--- config.mk ---
export PLATFORM = sky130hd
export DESIGN_NAME = rng_bit_collector_flat
export DESIGN_NICKNAME = d
export VERILOG_FILES = /design/src/rtl/rng_bit_collector_if.sv /design/src/rtl/rng_bit_collector.sv /design/src/flat_wrapper.sv
export SDC_FILE = /design/constraint.sdc
export NUM_CORES = 1
export LEC_CHECK = 0
export BUFFER_PORTS_ARGS = -buffer_cell sky130_fd_sc_hd__buf_4
export CAP_MARGIN = 20
export CORE_UTILIZATION = 52
export DETAILED_ROUTE_END_ITERATION = 10
export PLACE_DENSITY = 0.82
export SKIP_LAST_GASP = 1
export SYNTH_ARGS = -nofsm -noshare
export SYNTH_HDL_FRONTEND = slang
export SYNTH_SLANG_ARGS = --single-unit
--- constraint.sdc ---
create_clock -name clk -period 2.1 [get_ports clk]
set_input_delay 0.105 -clock clk [delete_from_list [all_inputs] [get_ports clk]]
set_output_delay 0.105 -clock clk [all_outputs]
set_load 0.02 [all_outputs]
--- src/rtl/rng_bit_collector_if.sv ---
// Word stream from the collector FIFO to the consumer; valid/ready, transfer on valid&ready.
interface rng_bit_collector_if #(
    parameter int WIDTH = 4
);
    logic [WIDTH-1:0] out_data;
    logic             out_valid;
    logic             out_ready;

    modport master (output out_data, output out_valid, input out_ready);
    modport slave  (input out_data, input out_valid, output out_ready);
endinterface

--- src/rtl/rng_bit_collector.sv ---
// Von Neumann de-bias of raw RNG bits, packed MSB-first into WIDTH-bit words, buffered in a DEPTH FIFO.
// Word visible one cycle after its last raw sample; a completed word is dropped (sticky overflow) only when full with no pop.
module rng_bit_collector #(
    parameter int WIDTH     = 4,
    parameter int DEPTH     = 4,
    parameter int RPT_LIMIT = 8
) (
    input  logic                       clk,
    input  logic                       reset,
    input  logic                       raw_bit,
    input  logic                       raw_valid,
    rng_bit_collector_if.master        rd,
    output logic [$clog2(DEPTH):0]     fifo_count,
    output logic [7:0]                 discard_count,
    output logic                       overflow,
    output logic                       stuck_alarm
);
    localparam int PW = (DEPTH > 1) ? $clog2(DEPTH) : 1;
    localparam int CW = $clog2(DEPTH) + 1;
    localparam int BW = $clog2(WIDTH);
    localparam logic [BW-1:0] LAST_BIT = BW'(WIDTH - 1);
    localparam logic [CW-1:0] FULL_CNT = CW'(DEPTH);
    localparam logic [7:0]    RUN_LIM  = 8'(RPT_LIMIT);

    logic             have_first;
    logic             first_bit;
    logic [WIDTH-2:0] shreg;
    logic [BW-1:0]    bit_cnt;
    logic             seen_raw;
    logic             prev_raw;
    logic [7:0]       run;
    logic [WIDTH-1:0] mem [DEPTH];
    logic [PW-1:0]    wr_ptr;
    logic [PW-1:0]    rd_ptr;
    logic [CW-1:0]    count;

    logic             pair_en;
    logic             emit;
    logic             same;
    logic [WIDTH-1:0] word;
    logic             push;
    logic             pop;
    logic             full;
    logic             wr_en;
    logic [7:0]       run_next;

    always_comb begin
        pair_en  = raw_valid && !stuck_alarm;
        emit     = pair_en && have_first && (first_bit != raw_bit);
        same     = pair_en && have_first && (first_bit == raw_bit);
        word     = {shreg, first_bit};
        push     = emit && (bit_cnt == LAST_BIT);
        pop      = rd.out_valid && rd.out_ready;
        full     = (count == FULL_CNT);
        wr_en    = push && (!full || pop);
        run_next = 8'd1;
        if (seen_raw && (raw_bit == prev_raw))
            run_next = (run >= RUN_LIM) ? run : run + 8'd1;
    end

    assign rd.out_data  = mem[rd_ptr];
    assign rd.out_valid = (count != '0);
    assign fifo_count   = count;

    always_ff @(posedge clk or negedge reset) begin
        if (!reset) begin
            have_first    <= 1'b0;
            first_bit     <= 1'b0;
            shreg         <= '0;
            bit_cnt       <= '0;
            seen_raw      <= 1'b0;
            prev_raw      <= 1'b0;
            run           <= '0;
            wr_ptr        <= '0;
            rd_ptr        <= '0;
            count         <= '0;
            discard_count <= '0;
            overflow      <= 1'b0;
            stuck_alarm   <= 1'b0;
            for (int i = 0; i < DEPTH; i++) mem[i] <= '0;
        end else begin
            // Health test sees every sample, even while frozen or holding a first bit.
            if (raw_valid) begin
                seen_raw <= 1'b1;
                prev_raw <= raw_bit;
                run      <= run_next;
                if (run_next == RUN_LIM) stuck_alarm <= 1'b1;
            end

            if (pair_en) begin
                have_first <= !have_first;
                if (!have_first) first_bit <= raw_bit;
            end

            if (same && discard_count != 8'hFF) discard_count <= discard_count + 8'd1;

            if (emit) begin
                shreg   <= word[WIDTH-2:0];
                bit_cnt <= push ? '0 : bit_cnt + 1'b1;
            end

            if (push && full && !pop) overflow <= 1'b1;

            if (wr_en) begin
                mem[wr_ptr] <= word;
                wr_ptr      <= wr_ptr + 1'b1;
            end
            if (pop) rd_ptr <= rd_ptr + 1'b1;

            if (wr_en && !pop)      count <= count + 1'b1;
            else if (pop && !wr_en) count <= count - 1'b1;
        end
    end
endmodule

--- src/flat_wrapper.sv ---
// flat-port wrapper written by rule: the top's interface ports become plain ports
module rng_bit_collector_flat 
#(
    parameter int WIDTH     = 4,
    parameter int DEPTH     = 4,
    parameter int RPT_LIMIT = 8
)
  (clk, reset, raw_bit, raw_valid, fifo_count, discard_count, overflow, stuck_alarm, rd_out_data, rd_out_valid, rd_out_ready);
  rng_bit_collector_if #(.WIDTH(WIDTH)) rd_i ();
  input  logic clk;
  input  logic reset;
  input  logic raw_bit;
  input  logic raw_valid;
  output logic [$clog2(DEPTH):0] fifo_count;
  output logic [7:0] discard_count;
  output logic overflow;
  output logic stuck_alarm;
  output wire logic [$bits(rd_i.out_data)-1:0] rd_out_data;
  output wire logic [$bits(rd_i.out_valid)-1:0] rd_out_valid;
  input wire logic [$bits(rd_i.out_ready)-1:0] rd_out_ready;
  assign rd_out_data = rd_i.out_data;
  assign rd_out_valid = rd_i.out_valid;
  assign rd_i.out_ready = rd_out_ready;
  rng_bit_collector #(.WIDTH(WIDTH), .DEPTH(DEPTH), .RPT_LIMIT(RPT_LIMIT)) u_core (.clk(clk), .reset(reset), .raw_bit(raw_bit), .raw_valid(raw_valid), .rd(rd_i), .fifo_count(fifo_count), .discard_count(discard_count), .overflow(overflow), .stuck_alarm(stuck_alarm));
endmodule
==> results of run 1 <==
-- layer usage --
metal / vias up / global-route usage, % / routed length (um)
li1: 692 / - / -
met1: 738 / 23.7 / 1730
met2: 22 / 35.9 / 2210
met3: 8 / 4.61 / 113
met4: 0 / 11.7 / 81
met5: - / 0 / 0
-- report_power, final --
part	switching [mW]	internal, mW	total, mW
Combinational	0.656	0.758	1.41
Clock	0.299	0.266	0.565
Sequential	0.362	1.30	1.66
-- layout make-up --
type	count	area [sq um]
clock buffer	7	86.3
tap	50	62.6
timing repair buffer	29	220
fill	303	1400
multi-input combinational	119	1060
sequential	50	1260
inverter	7	26.3
clock inverter	1	5.00
-- cells by family (layout without fill, tap and decap cells) --
kind of cell / after synthesis / count (layout)
fa+ha+maj: 10 / 10
compound gates: 15 / 15
xor+xnor: 16 / 16
flops: 50 / 50
simple gates: 49 / 49
buf+inv: 10 / 44
mux: 29 / 29
-- synth_stat cells (all sizes together) (2+ instances only) --
master  count  area (sq um)
nand4       2          12.5
nor3        3          15.0
nor2        9          33.8
a22o        2          17.5
clkbuf      3          12.5
nor4b       2          32.5
o21ai       4          20.0
a21oi       2          10.0
nand3       6          30.0
mux2       24           270
dfrtp      50          1250
mux4        4          90.1
and2        6          37.5
a31oi       3          18.8
xor2        8          70.1
ha          9           113
xnor2       8          70.1
inv         7          26.3
nand2      12          45.0
-- flip-flops by register name (all words and copies together) (netlist names) --
signal,count
u_core.bit_cnt,2
u_core.discard_count,8
u_core.fifo_count,3
u_core.first_bit,1
u_core.have_first,1
u_core.mem,16
u_core.overflow,1
u_core.prev_raw,1
u_core.rd_ptr,2
u_core.run,8
u_core.seen_raw,1
u_core.shreg,3
u_core.stuck_alarm,1
u_core.wr_ptr,2
-- repair_timing --
| item | CTS | global route |
|---|---|---|
| setup endpoints to repair | 0 | 1 |
| setup buffers | 0 | 1 |
| hold buffers | 1 | 0 |
| resized for setup | 0 | 1 |
| hold endpoints to repair | 50 | 0 |
-- worst max path at each step --
stage                           end  slack, ns  cells after the start
2_1_floorplan  u_core.fifo_count[2]      -0.07                      8
3_3_place_gp   u_core.fifo_count[2]       0.11                      8
3_5_place_dp   u_core.fifo_count[2]       0.03                      8
4_1_cts        u_core.fifo_count[2]       0.02                      8
5_1_grt        u_core.fifo_count[2]      0.003                      8
6_report       u_core.fifo_count[2]       0.08                      8
-- through the flow --
step / hold WS [ns] / TNS, ns / power [mW] / cell area [sq um]
2_1_floorplan: -0.191 / -0.115 / 2.59 / 2360
3_3_place_gp: 0.150 / 0 / 2.97 / 2610
3_5_place_dp: 0.160 / 0 / 3.10 / 2610
4_1_cts: 0.0493 / 0 / 3.67 / 2710
5_1_grt: 0.0672 / 0 / 3.89 / 2720
6_report: 0.0656 / 0 / 3.64 / 2720
==> implementation parameters, run 1 <==
Parameter                              Value

Setup path
  Worst-path maximum fanout ... 5
  Cell family contributing the most delay on the critical path ... simple AND/OR/NAND/NOR gates
  Type of the worst setup path ... reg -> reg
  Critical Path Source Type ... register
  Capture instance of the worst register-to-register path ... u_core.fifo_count[2]
  CP bufs+invs ... 1
  Crit path arrival time ... 2.24 ns
  Cells on worst reg2reg path ... 8
  Worst setup path start ... u_core.fifo_count[1]
  Flop-to-flop setup slack ... 0.08 ns
  Critical path, cell by cell ... or3_4, nand2_2, ha_2, inv_2, fa_2, xor2_1, nor2_1, xor2_1
  Launching point of the worst reg2reg path ... u_core.fifo_count[1]
  Required @ worst endpoint ... ~2.3 ns
  Critical-path cell with the highest stage delay ... sky130_fd_sc_hd__dfrtp_2
  Cell with the most instances on the worst path ... sky130_fd_sc_hd__xor2_1
  CP peak stage delay ... between 0.4 and 0.5 ns
  Critical Path End Type ... register

STA
  Minimum period implied by the final worst setup slack ... about 2.0 ns
  Count of endpoints failing setup in the final report ... 0
  Number of hold violations in the final report ... 0
  Slew @ Worst Pin ... around 0.61 ns
  Unrepaired setup endpoints after global routing ... false
  Worst rel slew slack ... approximately three fifths
  Max-slew violation total from the final report ... 0
  Highest clock frequency the design can meet ... between 400 and 500 MHz
  Worst Setup Slack, final ... 0.0839 ns
  Clk_skew ... approximately 0.0044 ns
  Final worst-path cycle share ... approximately 96%

Placement
  Routability congestion estimate from global placement ... slightly above 0.7
  Cell Count Post-Placement ... 253
  Worst slack at placement ... roughly 0.034 ns
  I/O Buffers ... 22
  Placed wire-length estimate ... about 3 mm

Final layout
  Number of nets in the layout ... about 230
  # diodes ... 0
  Most common cell after layout, fill and taps aside ... sky130_fd_sc_hd__dfrtp_1
  Non-filler instance count after layout ... 263
  Fraction of final layout cells with drive strength greater than 1 ... a little over a third
  Final core utilization ... 66.0%
  Area growth, synth to finish ... 17.9%
  Most frequent cells in the layout ... sky130_fd_sc_hd__dfrtp_1, sky130_fd_sc_hd__buf_4, sky130_fd_sc_hd__mux2_2, sky130_fd_sc_hd__nand2_1, sky130_fd_sc_hd__nor2_1

Clock tree
  Total clock sinks ... 50
  Clock insertion delay at the later pin of the skew report ... roughly 0.30 ns
  Clk Tree Root Cell ... sky130_fd_sc_hd__clkbuf_8
  Total clock buffers created by CTS ... 5
  Clock tree from TritonCTS ... done
  Clock transition at the register clock pins on the worst setup and hold paths after CTS ... 0.08 ns
  CTS H-Tree Depth ... 2
  Worst-case clock buffer depth ... 2

GRT
  First-pass GRT wire length ... slightly below 7 mm
  Number of global-route vias before repair ... 1489
  Total gr overflow ... 0
  Largest net degree at the start of global routing ... 51
  Total routing usage reported by global routing ... 20.8%
  Antenna violations before repair ... 0

Logic synthesis
  Count of yosys warnings during synthesis ... 0
  Post-synthesis simple-gate area fraction ... between 10% and 20%
  Portion of netlist area occupied by mux cells ... around 16%
  EDFF count, synth ... 0
  Main combinational cell family by area after synthesis ... multiplexers
  Number of library cell types mapped by synthesis ... 36
  Sequential element share of the synthesized area ... between 50% and 60%
  Synthesized net count ... just under 200
  Mapped cell area ... 2300 sq um
  Area fraction in compound gates after synthesis ... about 4.4%
  Total of flip-flops plus latches after synthesis ... 50
  Share of flip-flops with an asynchronous set or reset ... 100%
  XOR/XNOR Fraction of Synth Area ... 6.08%
  Share of synthesized cell area in full adder, half adder and majority cells ... under 10%
  Most common flop cell mapped by yosys ... sky130_fd_sc_hd__dfrtp_1
  Gate Count Post-Synth ... roughly 180
  Syn Area/Cell ... 12.9 sq um

Die
  Overall die width ... ~70 um
  Standard-cell row count ... 23
  I/O pins ... 23
  Chip Height ... between 60 and 70 um
  Die Area ... 4700 sq um
  Core outline area ... roughly 4000 sq um
  Initial Util ... a little under three fifths

Hold path
  Start point of the worst min-delay path ... raw_valid
  Endpoint, Worst Hold ... u_core.run[3]
  Worst min-delay path class ... in -> reg
  Cell depth of the worst hold path ... 2

Detailed routing
  Remaining number of nets flagged by the antenna check after routing ... 0
  Routed via count ... about 1500
  Total detailed-routing wirelength ... approximately 4.1 mm
  DRC Markers ... 0
  Average detailed-routed wire length per instance ... 15.7 um
  Post-DR vias/cell ... about 5.6
  Iteration-0 DRC Markers ... 110
  Number of iterations in the first detailed-routing pass ... 4

Pwr
  P per Cell Area ... 1340 nW/um^2
  Maximum vdd ir drop ... a little under 0.7 mV
  Static Leak ... 1.28 nW

Run status
  Run status ... finished clean

Flow run
  Number of max-cap violations ... 0
Note: power is estimated with default switching activity, not from simulation.
==> inputs of run 2 (changes only) <==
--- a/config.mk
+++ b/config.mk
@@ -6,10 +6,11 @@
 export NUM_CORES = 1
 export LEC_CHECK = 0
 export BUFFER_PORTS_ARGS = -buffer_cell sky130_fd_sc_hd__buf_4
-export CAP_MARGIN = 20
+export CAP_MARGIN = 0
 export CORE_UTILIZATION = 52
 export DETAILED_ROUTE_END_ITERATION = 10
 export PLACE_DENSITY = 0.82
+export RECOVER_POWER = 50
 export SKIP_LAST_GASP = 1
 export SYNTH_ARGS = -nofsm -noshare
 export SYNTH_HDL_FRONTEND = slang
==> run 2 against run 1 <==
Compared with the run above:
- sequential cell count is the same
- register-to-register slack is essentially flat
- final cell count is the same
- highest routed layer unchanged
- critical endpoint unchanged
- global-route usage is the same
- largest power group unchanged
- final area shrank 0.92%
- clock power is essentially flat
- core utilization shrank 0.61 points
- power shrank 0.54%
- critical path depth is the same
==> implementation parameters, run 2 (synthesized netlist as in run 1, its figures left out) <==
Parameter                              Value

Run status
  Run status ... finished clean (unchanged)

STA
  Max-slew violation total from the final report ... 0 (unchanged)
  Highest clock frequency the design can meet ... 495 MHz (was 496 MHz)
  Worst rel slew slack ... 21.3% (was 59.2%)
  Clk_skew ... 0.00713 ns (was 0.00440 ns)
  Count of endpoints failing setup in the final report ... 0 (unchanged)
  Number of hold violations in the final report ... 0 (unchanged)
  Final worst-path cycle share ... 96.2% (was 96.0%)
  Minimum period implied by the final worst setup slack ... 2.02 ns (about the same)
  Slew @ Worst Pin ... 1.18 ns (was 0.612 ns)
  Unrepaired setup endpoints after global routing ... false (unchanged)

Placement
  Cell Count Post-Placement ... 253 (unchanged)
  Placed instance area ... 2610 sq um (unchanged)
  I/O Buffers ... 22 (unchanged)
  Routability congestion estimate from global placement ... 0.719 (unchanged)
  Placed wire-length estimate ... 3.08 mm (unchanged)

Final layout
  # diodes ... 0 (unchanged)
  Area growth, synth to finish ... 16.8% (was 17.9%)
  Summed area of non-filler cells in the final layout ... 2690 sq um (was 2720 sq um)
  Largest register FFs ... 16 (unchanged)
  Largest Register ... u_core.mem (unchanged)
  Largest regs ... u_core.mem: 16 flops, u_core.discard_count: 8 flops, u_core.run: 8 flops (unchanged)
  Fill cell instance count of the final layout ... 309 (was 303)
  Final core utilization ... 65.4% (was 66.0%)
  Number of nets in the layout ... 227 (unchanged)
  Most common cell after layout, fill and taps aside ... sky130_fd_sc_hd__dfrtp_1 (unchanged)
  Most frequent cells in the layout ... sky130_fd_sc_hd__dfrtp_1, sky130_fd_sc_hd__mux2_2, sky130_fd_sc_hd__buf_4, sky130_fd_sc_hd__nand2_1, sky130_fd_sc_hd__nor2_1 (was sky130_fd_sc_hd__dfrtp_1, sky130_fd_sc_hd__buf_4, sky130_fd_sc_hd__mux2_2, sky130_fd_sc_hd__nand2_1, sky130_fd_sc_hd__nor2_1)
  Fraction of final layout cells with drive strength greater than 1 ... 33.3% (was 36.2%)
  Non-filler instance count after layout ... 263 (unchanged)

Detailed routing
  Number of iterations in the first detailed-routing pass ... 4 (unchanged)
  Remaining number of nets flagged by the antenna check after routing ... 0 (unchanged)
  Post-DR vias/cell ... 5.61 (was 5.55)
  DRC Markers ... 0 (unchanged)
  Routed via count ... 1475 (was 1460)
  Total detailed-routing wirelength ... 4.14 mm (unchanged)
  Iteration-0 DRC Markers ... 110 (unchanged)
  Average detailed-routed wire length per instance ... 15.7 um (unchanged)

Pwr
  Internal power ... 2.30 mW (was 2.32 mW)
  Sequential cell fraction of total power ... 45.9% (was 45.7%)
  Switching Power ... 1.32 mW (about the same)
  Clock network fraction of design power ... 15.6% (was 15.5%)
  Sw frac ... 36.4% (was 36.2%)
  Maximum vdd ir drop ... 0.684 mV (was 0.688 mV)
  Final total power ... 3.62 mW (was 3.64 mW)
  Static Leak ... 1.25 nW (was 1.28 nW)
  P per Cell Area ... 1340 nW/um^2 (about the same)
  Part of the power in combinational logic ... 38.4% (was 38.8%)

Clock tree
  Worst-case clock buffer depth ... 2 (unchanged)
  Total clock sinks ... 50 (unchanged)
  Clock tree from TritonCTS ... done (unchanged)
  CTS H-Tree Depth ... 2 (unchanged)
  Clock transition at the register clock pins on the worst setup and hold paths after CTS ... 0.08 ns (about the same)
  Clk Tree Root Cell ... sky130_fd_sc_hd__clkbuf_8 (unchanged)
  Clock insertion delay at the later pin of the skew report ... 0.30 ns (about the same)
  Total clock buffers created by CTS ... 5 (unchanged)

Setup path
  CP peak stage delay ... 0.45 ns (was 0.46 ns)
  Critical-path cell with the highest stage delay ... sky130_fd_sc_hd__dfrtp_1 (was sky130_fd_sc_hd__dfrtp_2)
  Required @ worst endpoint ... 2.32 ns (was 2.33 ns)
  Critical path, cell by cell ... xnor2_4, nor4b_4, ha_2, inv_2, fa_2, xor2_1, nor2_1, xor2_1 (was or3_4, nand2_2, ha_2, inv_2, fa_2, xor2_1, nor2_1, xor2_1)
  Critical Path End Type ... register (unchanged)
  Crit path arrival time ... 2.24 ns (about the same)
  CP bufs+invs ... 1 (unchanged)
  Type of the worst setup path ... reg -> reg (unchanged)
  Critical Path Source Type ... register (unchanged)
  Cell with the most instances on the worst path ... sky130_fd_sc_hd__xor2_1 (unchanged)
  Cell family contributing the most delay on the critical path ... adder cells (was simple AND/OR/NAND/NOR gates)
  Worst-path maximum fanout ... 3 (was 5)

GRT
  Global Route met1 Usage ... 23.7% (unchanged)
  Busiest layer in global routing ... met2 (unchanged)
  Largest net degree at the start of global routing ... 51 (unchanged)
  Met3 track utilization from global routing ... 4.61% (unchanged)
  Met2 demand-to-capacity share in global routing ... 35.9% (unchanged)
  Antenna violations before repair ... 0 (unchanged)
  Number of global-route vias before repair ... 1489 (unchanged)
  Total routing usage reported by global routing ... 20.8% (unchanged)
  Total gr overflow ... 0 (unchanged)
  First-pass GRT wire length ... 6.79 mm (unchanged)

Die
  Core outline area ... 4120 sq um (unchanged)
  Initial Util ... 56.0% (unchanged)
  Chip Height ... 68.6 um (unchanged)
  Overall die width ... 68.6 um (unchanged)
  I/O pins ... 23 (unchanged)
  Standard-cell row count ... 23 (unchanged)
  Die Area ... 4700 sq um (unchanged)

Flow run
  Number of max-cap violations ... 0 (unchanged)

Hold path
  Worst min-delay path class ... in -> reg (unchanged)
==> run 2: cell count changes in the layout (fill, tap and decap cells not counted) <==
cell                       change
sky130_fd_sc_hd__buf_4         -7
sky130_fd_sc_hd__clkbuf_1      +6
sky130_fd_sc_hd__clkbuf_2      +1
==> run 2: path summary, 6_finish.rpt <==
check | from | slack, ns | cells past startpoint | to
worst min-delay path | raw_valid | 0.06 | 2 | u_core.run[3]
worst max register to register | u_core.first_bit | 0.08 | 8 | u_core.fifo_count[2]
worst max-delay path | u_core.first_bit | 0.08 | 8 | u_core.fifo_count[2]
worst min register to register | u_core.overflow | 0.48 | 1 | u_core.overflow
min in group asynchronous | reset | 0.57 | 2 | u_core.mem[12]
max in group asynchronous | reset | 0.73 | 2 | u_core.fifo_count[1]
==> run 2: worst reg2reg max path: stages (launching register included) <==
cell	delay, ns
sky130_fd_sc_hd__dfrtp_1	0.45
sky130_fd_sc_hd__xnor2_4	0.17
sky130_fd_sc_hd__nor4b_4	0.31
sky130_fd_sc_hd__ha_2	0.24
sky130_fd_sc_hd__inv_2	0.04
sky130_fd_sc_hd__fa_2	0.32
sky130_fd_sc_hd__xor2_1	0.17
sky130_fd_sc_hd__nor2_1	0.11
sky130_fd_sc_hd__xor2_1	0.14
==> run 2: layout make-up <==
class	count	area (sq um)	share of cell area [%]
sequential	50	1260	46.7
multi-input combinational	119	1060	39.4
timing repair buffer	29	195	7.25
clock buffer	7	86.3	3.21
tap	50	62.6	2.32
inverter	7	26.3	0.976
clock inverter	1	5.00	0.186
==> run 2: through the flow <==
stage	hold WS [ns]	setup WS (ns)	TNS [ns]
2_1_floorplan	-0.191	-0.0737	-0.115
3_3_place_gp	0.150	0.113	0
3_5_place_dp	0.160	0.0343	0
4_1_cts	0.0493	0.0241	0
5_1_grt	0.0672	0.00497	0
6_report	0.0602	0.0802	0
==> run 2: power groups by stage <==
stage	combinational, mW	clock, mW	sequential (mW)
2_1_floorplan	0.922	0	1.67
3_3_place_gp	1.34	0	1.63
3_5_place_dp	1.42	0	1.68
4_1_cts	1.43	0.577	1.66
5_1_grt	1.52	0.626	1.72
6_report	1.39	0.566	1.66
==> run 2: metal layers <==
| metal | up-vias | wire length [um] | share of wire (%) |
|---|---|---|---|
| met5 | - | 0 | 0 |
| met4 | 0 | 85 | 2.1 |
| met3 | 11 | 130 | 3.1 |
| met2 | 24 | 2170 | 52 |
| met1 | 746 | 1750 | 42 |
| li1 | 694 | - | - |
==> run 2: timing repair <==
action,in CTS,in global routing
hold buffers,1,0
setup buffers,0,1
resized for setup,0,1
hold endpoints to repair,50,0
setup endpoints to repair,0,1
==> inputs of run 3 (changes only) <==
--- a/config.mk
+++ b/config.mk
@@ -7,6 +7,7 @@
 export LEC_CHECK = 0
 export BUFFER_PORTS_ARGS = -buffer_cell sky130_fd_sc_hd__buf_4
 export CAP_MARGIN = 0
+export CORE_MARGIN = 5
 export CORE_UTILIZATION = 52
 export DETAILED_ROUTE_END_ITERATION = 10
 export PLACE_DENSITY = 0.82
==> run 3 against run 2 <==
Compared with the run above:
- register-to-register slack lost 0.02 ns
- wire length is essentially flat
- maximum frequency shrank 1.1%
- critical endpoint unchanged
- sequential power is essentially flat
- combinational power is essentially flat
- non-clock buffer count grew 2
- sequential cell count is the same
- clock power grew 13%
- core utilization shrank 2.2 points
- highest routed layer unchanged
- clock skew shrank 0.0048 ns
- final cell count grew 1.5%
- critical path depth is the same
==> implementation parameters, run 3 (synthesized netlist as in run 1, its figures left out) <==
Parameter                              Value

Final layout
  Most frequent cells in the layout ... sky130_fd_sc_hd__dfrtp_1, sky130_fd_sc_hd__mux2_2, sky130_fd_sc_hd__buf_4, sky130_fd_sc_hd__nand2_1, sky130_fd_sc_hd__nor2_1 (unchanged)
  Area growth, synth to finish ... 18.6% (was 16.8%)
  Final core utilization ... 63.2% (was 65.4%)
  # diodes ... 0 (unchanged)
  Fill cell instance count of the final layout ... 359 (was 309)
  Number of nets in the layout ... 229 (was 227)
  Largest Register ... u_core.mem (unchanged)
  Most common cell after layout, fill and taps aside ... sky130_fd_sc_hd__dfrtp_1 (unchanged)
  Largest regs ... u_core.mem: 16 flops, u_core.discard_count: 8 flops, u_core.run: 8 flops (unchanged)
  Fraction of final layout cells with drive strength greater than 1 ... 35.3% (was 33.3%)
  Largest register FFs ... 16 (unchanged)

Detailed routing
  Remaining number of nets flagged by the antenna check after routing ... 0 (unchanged)
  Total detailed-routing wirelength ... 4.14 mm (about the same)
  Number of iterations in the first detailed-routing pass ... 5 (was 4)
  Iteration-0 DRC Markers ... 90 (was 110)
  Post-DR vias/cell ... 5.40 (was 5.61)
  DRC Markers ... 0 (unchanged)
  Routed via count ... 1441 (was 1475)
  Average detailed-routed wire length per instance ... 15.5 um (was 15.7 um)

Die
  Die Area ... 5860 sq um (was 4700 sq um)
  Chip Height ... 76.6 um (was 68.6 um)
  Overall die width ... 76.6 um (was 68.6 um)
  I/O pins ... 23 (unchanged)
  Core outline area ... 4320 sq um (was 4120 sq um)
  Standard-cell row count ... 24 (was 23)
  Initial Util ... 53.3% (was 56.0%)

Clock tree
  Worst-case clock buffer depth ... 2 (unchanged)
  Total clock buffers created by CTS ... 5 (unchanged)
  Total clock sinks ... 50 (unchanged)
  Clock insertion delay at the later pin of the skew report ... 0.30 ns (about the same)
  Clk Tree Root Cell ... sky130_fd_sc_hd__clkbuf_8 (unchanged)
  Clock tree from TritonCTS ... done (unchanged)
  Clock transition at the register clock pins on the worst setup and hold paths after CTS ... 0.09 ns (was 0.08 ns)
  CTS H-Tree Depth ... 2 (unchanged)

Setup path
  CP bufs+invs ... 1 (unchanged)
  Type of the worst setup path ... reg -> reg (unchanged)
  Worst-path maximum fanout ... 5 (was 3)
  Critical Path End Type ... register (unchanged)
  Crit path arrival time ... 2.27 ns (was 2.24 ns)
  Cell family contributing the most delay on the critical path ... simple AND/OR/NAND/NOR gates (was adder cells)
  Required @ worst endpoint ... 2.33 ns (was 2.32 ns)
  Critical path, cell by cell ... or3_4, nand2_2, ha_2, inv_2, fa_2, xor2_1, nor2_1, xor2_1 (was xnor2_4, nor4b_4, ha_2, inv_2, fa_2, xor2_1, nor2_1, xor2_1)
  CP peak stage delay ... 0.47 ns (was 0.45 ns)
  Cell with the most instances on the worst path ... sky130_fd_sc_hd__xor2_1 (unchanged)
  Critical Path Source Type ... register (unchanged)
  Critical-path cell with the highest stage delay ... sky130_fd_sc_hd__dfrtp_2 (was sky130_fd_sc_hd__dfrtp_1)

GRT
  Largest net degree at the start of global routing ... 51 (unchanged)
  Met2 demand-to-capacity share in global routing ... 24.3% (was 35.9%)
  Antenna violations before repair ... 0 (unchanged)
  Met3 track utilization from global routing ... 5.08% (was 4.61%)
  Total routing usage reported by global routing ... 15.2% (was 20.8%)
  Global Route met1 Usage ... 19.8% (was 23.7%)
  Busiest layer in global routing ... met2 (unchanged)
  First-pass GRT wire length ... 7.28 mm (was 6.79 mm)
  Total gr overflow ... 0 (unchanged)
  Number of global-route vias before repair ... 1544 (was 1489)

STA
  Highest clock frequency the design can meet ... 490 MHz (was 495 MHz)
  Number of hold violations in the final report ... 0 (unchanged)
  Final worst-path cycle share ... 97.2% (was 96.2%)
  Unrepaired setup endpoints after global routing ... true (was false)
  Count of endpoints failing setup in the final report ... 0 (unchanged)
  Worst Setup Slack, final ... 0.0580 ns (was 0.0802 ns)
  Final-layout worst hold slack ... 0.0575 ns (was 0.0602 ns)
  Max-slew violation total from the final report ... 0 (unchanged)
  Slew @ Worst Pin ... 1.21 ns (was 1.18 ns)
  Minimum period implied by the final worst setup slack ... 2.04 ns (was 2.02 ns)
  Worst rel slew slack ... 19.3% (was 21.3%)
  Clk_skew ... 0.00235 ns (was 0.00713 ns)

Pwr
  P per Cell Area ... 1350 nW/um^2 (was 1340 nW/um^2)
  Final total power ... 3.70 mW (was 3.62 mW)
  Maximum vdd ir drop ... 0.680 mV (was 0.684 mV)
  Static Leak ... 1.28 nW (was 1.25 nW)

Placement
  Placed wire-length estimate ... 2.89 mm (was 3.08 mm)
  I/O Buffers ... 22 (unchanged)
  Worst slack at placement ... 0.0419 ns (was 0.0343 ns)
  Routability congestion estimate from global placement ... 0.751 (was 0.719)

Run status
  Run status ... finished clean (unchanged)

Hold path
  Worst min-delay path class ... in -> reg (unchanged)

Flow run
  Number of max-cap violations ... 0 (unchanged)
-- run 3: report_power, final --
part	switching, mW	internal [mW]	total [mW]	leakage, nW
registers	0.348	1.30	1.65	0.625
logic	0.655	0.757	1.41	0.594
clock network	0.309	0.333	0.642	0.0575
total	1.31	2.39	3.70	1.28
-- run 3: final cells by class --
cell class	instances	area [sq um]	share of cell area [%]
flip-flops and latches	50	1260	46.0
inverters	7	26.3	0.961
repair buffers	31	214	7.83
clock buffers	8	110	4.03
well taps	52	65.1	2.38
multi-input cells	119	1060	38.8
-- run 3: metrics by stage --
| step | instance area (sq um) | TNS (ns) | instances |
|---|---|---|---|
| CTS | 2730 | 0 | 264 |
| finish | 2730 | 0 | 267 |
| global placement | 2610 | 0 | 255 |
| detailed placement | 2610 | 0 | 255 |
| global route | 2730 | -0.0531 | 267 |
| floorplan | 2360 | -0.115 | 179 |
-- run 3: metal layers --
metal  up-vias  wire, um
met4         0        82
met5         -         0
met1       714      1850
met2        24      2040
met3         8       166
li1        695         -
-- run 3: path summary, 6_finish.rpt --
path                                           end  depth (start not counted)  slack (ns)                    start
max                           u_core.fifo_count[2]                          8        0.06     u_core.fifo_count[0]
min reg2reg                u_core.discard_count[7]                          1        0.49  u_core.discard_count[7]
min                                  u_core.run[3]                          2        0.06                raw_valid
max in group asynchronous     u_core.fifo_count[1]                          2        0.70                    reset
min in group asynchronous            u_core.mem[2]                          2        0.59                    reset
max reg2reg                   u_core.fifo_count[2]                          8        0.06     u_core.fifo_count[0]
-- run 3: what timing repair did --
item	CTS	global route
setup buffers	0	3
endpoints found under the hold margin	50	0
setup endpoints to repair	0	1
gates resized for setup	0	2
hold buffers	1	0
